--- config.mk ---
export PLATFORM = sky130hd
export DESIGN_NAME = div_clk_meter
export DESIGN_NICKNAME = d
export VERILOG_FILES = /design/src/rtl/div_meter_pkg.sv /design/src/rtl/dual_edge_sampler.sv /design/src/rtl/div_clk_meter.sv
export SDC_FILE = /design/constraint.sdc
export NUM_CORES = 1
export LEC_CHECK = 0
export BUFFER_PORTS_ARGS = -buffer_cell sky130_fd_sc_hd__buf_2
export CAP_MARGIN = 15
export CORE_ASPECT_RATIO = 0.7
export CORE_UTILIZATION = 55
export CTS_BUF_LIST = sky130_fd_sc_hd__clkbuf_4 sky130_fd_sc_hd__clkbuf_8
export CTS_CLUSTER_DIAMETER = 150
export DETAILED_ROUTE_END_ITERATION = 10
export PLACE_DENSITY_LB_ADDON = 0.2
export SLEW_MARGIN = 15
export SYNTH_ARGS = -nofsm -noshare
export SYNTH_HDL_FRONTEND = slang
export SYNTH_SLANG_ARGS = --single-unit
export TNS_END_PERCENT = 10
--- constraint.sdc ---
create_clock -name sys_clk -period 7 [get_ports sys_clk]
set_input_delay 1.4 -clock sys_clk [delete_from_list [all_inputs] [get_ports sys_clk]]
set_output_delay 1.4 -clock sys_clk [all_outputs]
set_load 0.02 [all_outputs]
--- src/rtl/div_meter_pkg.sv ---
// Shared FSM encoding and reference constants for the odd-ratio divider meter.
package div_meter_pkg;

    typedef enum logic [1:0] {
        IDLE  = 2'd0,
        ALIGN = 2'd1,
        MEAS  = 2'd2
    } meter_state_t;

    localparam int HC_PER_CYC = 2;

    localparam int EXP_PERIOD_DIV5 = 10;
    localparam int EXP_HIGH_DIV5   = 5;
    localparam int EXP_PERIOD_DIV7 = 14;
    localparam int EXP_HIGH_DIV7   = 7;
    localparam int EXP_PERIOD_DIV9 = 18;
    localparam int EXP_HIGH_DIV9   = 9;

endpackage

--- src/rtl/dual_edge_sampler.sv ---
// Samples clk_in on both sys_clk edges and presents one ordered sample pair per cycle
// (A = negedge sample, B = posedge sample) together with edge positions inside the pair.
module dual_edge_sampler
    import div_meter_pkg::*;
(
    input  logic       sys_clk,
    input  logic       sys_rst_n,
    input  logic       clk_in,
    output logic [1:0] pair,
    output logic       prev_b,
    output logic [1:0] rise_pos,
    output logic [1:0] fall_pos
);

    logic       s_n;
    logic       s_p;
    logic       a_smp;
    logic [1:0] primed;

    always_ff @(negedge sys_clk or negedge sys_rst_n) begin
        if (!sys_rst_n) s_n <= 1'b0;
        else            s_n <= clk_in;
    end

    always_ff @(posedge sys_clk or negedge sys_rst_n) begin
        if (!sys_rst_n) begin
            a_smp  <= 1'b0;
            s_p    <= 1'b0;
            prev_b <= 1'b0;
            primed <= '0;
        end else begin
            a_smp  <= s_n;
            s_p    <= clk_in;
            prev_b <= s_p;
            primed <= {primed[0], 1'b1};
        end
    end

    assign pair = {a_smp, s_p};

    // Edges are suppressed until all three samples postdate reset, so reset-zeroed
    // registers cannot fake a rise while clk_in is already high.
    assign rise_pos = primed[1] ? {~a_smp & s_p, ~prev_b & a_smp} : 2'b00;
    assign fall_pos = primed[1] ? {a_smp & ~s_p, prev_b & ~a_smp} : 2'b00;

endmodule

--- src/rtl/div_clk_meter.sv ---
// Period / high-time checker for odd-ratio 50%-duty dividers, half-cycle resolution.
// Optional `DIV_CLK_METER_MINMAX_EN adds per_min / per_max tracking outputs.
module div_clk_meter
    import div_meter_pkg::*;
#(
    parameter int CNT_W      = 8,
    parameter int EXP_PERIOD = EXP_PERIOD_DIV7,
    parameter int EXP_HIGH   = EXP_HIGH_DIV7,
    parameter int TOL        = 0
) (
    input  logic             sys_clk,
    input  logic             sys_rst_n,
    input  logic             en,
    input  logic             clk_in,
    output logic [CNT_W-1:0] period_hc,
    output logic [CNT_W-1:0] high_hc,
    output logic             meas_valid,
    input  logic             meas_ready,
    output logic             meas_err,
    output logic [CNT_W-1:0] err_cnt,
    output logic             stuck,
    output logic             ovf
`ifdef DIV_CLK_METER_MINMAX_EN
    ,
    output logic [CNT_W-1:0] per_min,
    output logic [CNT_W-1:0] per_max
`endif
);

    localparam logic [CNT_W-1:0]        CNT_MAX   = '1;
    localparam logic [1:0]              HC_INC    = HC_PER_CYC[1:0];
    localparam logic signed [CNT_W:0]   EXP_PER_S = EXP_PERIOD[CNT_W:0];
    localparam logic signed [CNT_W:0]   EXP_HI_S  = EXP_HIGH[CNT_W:0];
    localparam logic signed [CNT_W:0]   TOL_S     = TOL[CNT_W:0];

    function automatic logic [CNT_W-1:0] sat_add(input logic [CNT_W-1:0] x, input logic [1:0] inc);
        logic [CNT_W:0] s;
        s = {1'b0, x} + {{(CNT_W-1){1'b0}}, inc};
        return s[CNT_W] ? CNT_MAX : s[CNT_W-1:0];
    endfunction

    logic [1:0] pair;
    logic       prev_b;
    logic [1:0] rise_pos;
    logic [1:0] fall_pos;
    logic [2:0] unused_edge_info;

    dual_edge_sampler u_sampler (
        .sys_clk  (sys_clk),
        .sys_rst_n(sys_rst_n),
        .clk_in   (clk_in),
        .pair     (pair),
        .prev_b   (prev_b),
        .rise_pos (rise_pos),
        .fall_pos (fall_pos)
    );

    assign unused_edge_info = {prev_b, fall_pos};

    meter_state_t     state, state_nxt;
    logic [CNT_W-1:0] per_cnt, hi_cnt, per_nxt, hi_nxt;
    logic [CNT_W-1:0] adv_per, adv_hi, close_per, close_hi, restart_per, restart_hi;
    logic [1:0]       ones;
    logic             rise, stuck_hit, complete, stuck_set, new_err;
    logic signed [CNT_W:0] d_per, d_hi;

    assign rise = |rise_pos;
    assign ones = {1'b0, pair[1]} + {1'b0, pair[0]};
    assign adv_per = sat_add(per_cnt, HC_INC);
    assign adv_hi  = sat_add(hi_cnt, ones);

    // A rise on B closes the old period one sample later than a rise on A.
    assign close_per   = rise_pos[1] ? sat_add(per_cnt, 2'd1) : per_cnt;
    assign close_hi    = rise_pos[1] ? sat_add(hi_cnt, {1'b0, pair[1]}) : hi_cnt;
    assign restart_per = rise_pos[0] ? CNT_W'(HC_PER_CYC) : CNT_W'(1);
    assign restart_hi  = rise_pos[0] ? (CNT_W'(1) + CNT_W'(pair[0])) : CNT_W'(1);

    assign stuck_hit = !rise && (adv_per == CNT_MAX) && (state != IDLE);

    assign d_per   = $signed({1'b0, close_per}) - EXP_PER_S;
    assign d_hi    = $signed({1'b0, close_hi}) - EXP_HI_S;
    assign new_err = (d_per > TOL_S) || (d_per < -TOL_S) || (d_hi > TOL_S) || (d_hi < -TOL_S);

    always_ff @(posedge sys_clk or negedge sys_rst_n) begin
        if (!sys_rst_n) state <= IDLE;
        else            state <= state_nxt;
    end

    always_comb begin
        state_nxt = state;
        if (!en) begin
            state_nxt = IDLE;
        end else begin
            case (state)
                IDLE:    state_nxt = ALIGN;
                ALIGN:   if (rise) state_nxt = MEAS;
                MEAS:    if (stuck_hit) state_nxt = ALIGN;
                default: state_nxt = IDLE;
            endcase
        end
    end

    always_comb begin
        per_nxt   = '0;
        hi_nxt    = '0;
        complete  = 1'b0;
        stuck_set = 1'b0;
        if (en && (state == ALIGN || state == MEAS)) begin
            if (rise) begin
                per_nxt  = restart_per;
                hi_nxt   = restart_hi;
                complete = (state == MEAS);
            end else if (stuck_hit) begin
                stuck_set = 1'b1;
            end else begin
                per_nxt = adv_per;
                hi_nxt  = adv_hi;
            end
        end
    end

    always_ff @(posedge sys_clk or negedge sys_rst_n) begin
        if (!sys_rst_n) begin
            per_cnt <= '0;
            hi_cnt  <= '0;
        end else begin
            per_cnt <= per_nxt;
            hi_cnt  <= hi_nxt;
        end
    end

    always_ff @(posedge sys_clk or negedge sys_rst_n) begin
        if (!sys_rst_n) begin
            period_hc  <= '0;
            high_hc    <= '0;
            meas_valid <= 1'b0;
            meas_err   <= 1'b0;
            err_cnt    <= '0;
            stuck      <= 1'b0;
            ovf        <= 1'b0;
`ifdef DIV_CLK_METER_MINMAX_EN
            per_min    <= '1;
            per_max    <= '0;
`endif
        end else begin
            if (stuck_set) stuck <= 1'b1;
            if (complete) begin
                if (!meas_valid || meas_ready) begin
                    period_hc  <= close_per;
                    high_hc    <= close_hi;
                    meas_err   <= new_err;
                    meas_valid <= 1'b1;
                    if (new_err && err_cnt != CNT_MAX) err_cnt <= err_cnt + 1'b1;
`ifdef DIV_CLK_METER_MINMAX_EN
                    if (close_per < per_min) per_min <= close_per;
                    if (close_per > per_max) per_max <= close_per;
`endif
                end else begin
                    ovf <= 1'b1;
                end
            end else if (meas_valid && meas_ready) begin
                meas_valid <= 1'b0;
            end
        end
    end

endmodule

Word-level counts from Yosys, hierarchy flattened
Index checks and enable logic that the tools add are counted.
{"block": "totals", "ff_bits": 52, "output_inout_bits": 28}
{"block": "op_classes", "add_sub_neg": 9, "order_cmp": 4, "eq_ne": 7, "mux": 27, "bitwise": 5, "reduce_logical": 21}
{"operator": "8-bit 2-to-1 mux", "n": 12}
{"operator": "9-bit by 1-bit > comparator with 1-bit output, second input constant", "n": 2}
{"operator": "9-bit by 1-bit less-than comparator with 1-bit output, second input constant", "n": 2}
{"operator": "2-bit 2-to-1 mux", "n": 6}
{"operator": "8-bit by 1-bit adder with 9-bit output", "n": 1}
{"operator": "8-bit by 1-bit adder with 9-bit output, second input constant", "n": 1}
{"operator": "8-bit by 2-bit adder with 9-bit output", "n": 1}
{"operator": "8-bit by 2-bit adder with 9-bit output, second input constant", "n": 1}
{"operator": "8-bit by 3-bit subtractor with 9-bit output, second input constant", "n": 1}
{"operator": "8-bit by 4-bit subtractor with 9-bit output, second input constant", "n": 1}
{"operator": "8-bit by 1-bit adder with 8-bit output, second input constant", "n": 1}
{"operator": "8-bit == test, second input constant", "n": 1}
{"operator": "1-bit 2-to-1 mux", "n": 8}
{"operator": "8-bit != test, second input constant", "n": 1}
{"operator": "2-bit AND reduction", "n": 4}
{"operator": "3-bit != test, second input constant", "n": 2}
{"operator": "2-bit one-hot mux with 3 select lines", "n": 1}
{"operator": "1-bit logical AND", "n": 5}
{"operator": "1-bit logical OR", "n": 5}
{"operator": "2-bit nonzero test", "n": 2}
{"operator": "1-bit inverter", "n": 3}
{"operator": "3-bit AND reduction", "n": 1}
{"operator": "1-bit by 1-bit adder with 2-bit output", "n": 1}
{"operator": "1-bit by 1-bit adder with 2-bit output, first input constant", "n": 1}
{"operator": "7 further kinds", "n": 9}

Depth between registers and ports, before layout
{"block": "depth", "depth_word": 11, "mapped_depth": 13, "depth_no_buf": 12}

Cells and area by module
A second synthesis with hierarchy kept.
{"block": "hier_totals", "cells_unflattened": 315, "area_unflattened_um2": 2920.3}
{"module": "div_clk_meter", "n_inst": 1, "cells_per_inst": 302, "area_each_um2": 2713.9}
{"module": "dual_edge_sampler", "n_inst": 1, "cells_per_inst": 13, "area_each_um2": 206.4}

==> flow_summary.yaml <==
critical_path:
  cp_cell_sequence: "buf_2"
  critPathArrivalTime_ns: 1.50
  max_stage_delay_ns: 0.10
  crit_required_ns: 3.66
  cp_top_family: "buffers and inverters"
  cpMaxStageDelayCell: "buf_2"
  crit_path_max_fanout: 2
  end_kind: "register"
  setup.worst_path.class: "input pin to register"
  cp_num_buf_inv: 1
  start_kind: "input pin"
min_path:
  min_path_type: "register to register"
timing:
  worst_clock_skew_ns: 0.00540
  relSlewSlack: 0.572
  setup_viol: 0
  rsz0062_at_grt: "no"
  setup-tns-final_ns: 0
  tightest_slew_ns: 0.640
  slew_viol_final: 0
  hold_viol: 0
  setup_ws_ns: 2.16
synth:
  syn_inst: 315
  synthDistinctLibCells: 56
  synth-async-reset-ratio: 1.00
  synth_most_common_cell: "dfrtp_1"
  ys_ff_latch: 52
  synth.avg_cell_area_um2: 9.37
  yosysTopAreaCell: "dfrtp_1"
  synthTopCellsByCount: "dfrtp_1 (51), nand2_1 (32), nor2_1 (19), o21ai_0 (18), nand3_1 (17)"
  synth_seq_area_share: 0.441
  mappedNetlistArea_um2: 2950
  synthFlopType: "dfrtp_1"
  synth_edf_count: 0
  synth.area.top_cells: "dfrtp_1 (43%), ha_1 (4.7%), xnor2_1 (4.4%)"
  ys_warn_count: 0
  synth_top_area_frac: 0.432
  syn_nets: 332
power_and_ir_drop:
  ir_drop_mv: 0.119
  power_density_nw_per_um2: 203
  power.leakage_nw: 1.49
grt:
  grt_max_degree: 52
  grt_use_total: 0.237
  antenna_found_initial: 0
  grt_first_pass_wirelength_um: 10400
  gr-total-overflow: 0
  grt_pass1_vias: 2206
layout:
  layout.nets: 357
  area_growth_pct: 9.87
  layout-drive-gt1-share: 0.162
  n_antenna_cell: 0
  multi_input_area_um2: 1540
  seqCellArea_um2: 1300
  fillers: 409
routing:
  ant_nets: 0
  routed_wl_um: 6000
  vias: 2377
  post_drt_via_cell_ratio: 5.81
  drt_iter0_markers: 309
  post_drt_wl_per_cell_um: 14.7
  drc_errors: 0
  dr.pass1.iters: 5
status:
  status: "finished, final reports clean"
cts:
  cts_max_level: 2
  cts.path.max_buffers: 2
  cts_resized: 0
  ctsHoldBuffers: 0
  cts_sinks: 52
  clk_latency_ns: 0.30
  cts_root_buf: "clkbuf_8"
  cts_tree: "yes"
  post-cts-setup-buffer-count: 0
  clkTransAtPathRegs_ns: 0.09
  cts_buffers: 5
floorplanning:
  io_pins: 33
  die_area_um2: 5670
  start_util: 0.595
  die_h_um: 63.3
  die_x_um: 89.6
  core_area_um2: 4970
  rows: 21
placed_design:
  place.gp.congestion: 0.842
  portBuffers: 32
  post-dp-hpwl_um: 4370
  dp_slack_ns: 1.84
job:
  maxCapViolations: 0
final cells by class:
type / instances / share of cell area
inverter: 14 / 0.0162
clock buffer: 7 / 0.0297
tap: 69 / 0.0266
timing repair buffer: 33 / 0.0517
multi-input combinational: 234 / 0.475
sequential: 52 / 0.401
report_power, final:
group | total, mW | internal [mW] | switching [mW] | leakage (nW)
sequential | 0.346 | 0.321 | 0.0250 | 0.703
clock | 0.179 | 0.0881 | 0.0913 | 0.0503
combinational | 0.132 | 0.0540 | 0.0784 | 0.737
final timing paths:
kind / start / to / slack (ns) / cells after the start
setup / recovery: clk_in / u_sampler.s_n$_DFF_NN0_ / 2.16 / 1
hold / removal: u_sampler.primed[0]$_DFF_PN0_ / u_sampler.primed[1]$_DFF_PN0_ / 0.36 / 0
setup reg to reg: u_sampler.s_n$_DFF_NN0_ / u_sampler.a_smp$_DFF_PN0_ / 3.06 / 0
hold reg to reg: u_sampler.primed[0]$_DFF_PN0_ / u_sampler.primed[1]$_DFF_PN0_ / 0.36 / 0
max in group asynchronous: sys_rst_n / u_sampler.s_n$_DFF_NN0_ / 2.56 / 1
min in group asynchronous: sys_rst_n / high_hc[1]$_DFFE_PN0P_ / 1.28 / 2
metrics by stage:
step | total power, mW | util | std cells | hold slack (ns) | area, um2
CTS | 0.666 | 0.653 | 409 | 0.364 | 3240
global placement | 0.479 | 0.634 | 402 | 0.334 | 3150
detailed placement | 0.484 | 0.634 | 402 | 0.340 | 3150
floorplan | 0.443 | - | 315 | 0.331 | 2950
global route | 0.700 | 0.653 | 409 | 0.361 | 3240
finish | 0.658 | 0.653 | 409 | 0.362 | 3240
layout by cell type (no fill, tap or decap), types with 2 or more instances in the layout:
| master | count |
|---|---|
| mux2i_1 | 6 |
| a221oi_1 | 2 |
| xor2_1 | 5 |
| ha_1 | 11 |
| nor3_1 | 11 |
| o31ai_1 | 4 |
| and3_1 | 7 |
| clkbuf_8 | 7 |
| nand3_1 | 17 |
| dfrtp_1 | 51 |
| inv_1 | 14 |
| xnor2_1 | 15 |
| nor2b_1 | 5 |
| and4_1 | 2 |
| a21oi_1 | 14 |
| or2_2 | 4 |
| nor4_1 | 5 |
| nand3b_1 | 2 |
| nand4_1 | 7 |
| o211ai_1 | 2 |
| o21ai_0 | 18 |
| a31oi_1 | 3 |
| nor2_1 | 19 |
| and2_1 | 2 |
| mux2_2 | 6 |
| buf_2 | 32 |
| a21boi_0 | 2 |
| nand2b_1 | 5 |
| nand2_1 | 32 |
| a211oi_1 | 2 |
| a311oi_1 | 2 |
state kept, by name, summed over array words and instances (netlist names), 2 cells and up:
name              count
state                 2
hi_cnt                8
err_cnt               8
u_sampler.primed      2
per_cnt               8
high_hc               8
period_hc             8
per-layer routing:
| metal | GRT usage | up-vias | wire [um] |
|---|---|---|---|
| met5 | 0 | - | 0 |
| met4 | 0.0615 | 0 | 62 |
| met3 | 0.0419 | 6 | 312 |
| met2 | 0.329 | 88 | 2400 |
| met1 | 0.376 | 1117 | 3230 |
| li1 | - | 1166 | - |
cells by family (layout without fill, tap and decap cells):
group,Yosys count,in the layout,synth area share
simple gates,127,127,0.227
compound gates,61,61,0.134
fa+ha+maj,12,12,0.0534
xor+xnor,20,20,0.0593
mux,13,13,0.0470
buf+inv,29,54,0.0377
flops,52,52,0.441
other cells,1,1,0.00127
(Power assumes the default switching activity.)
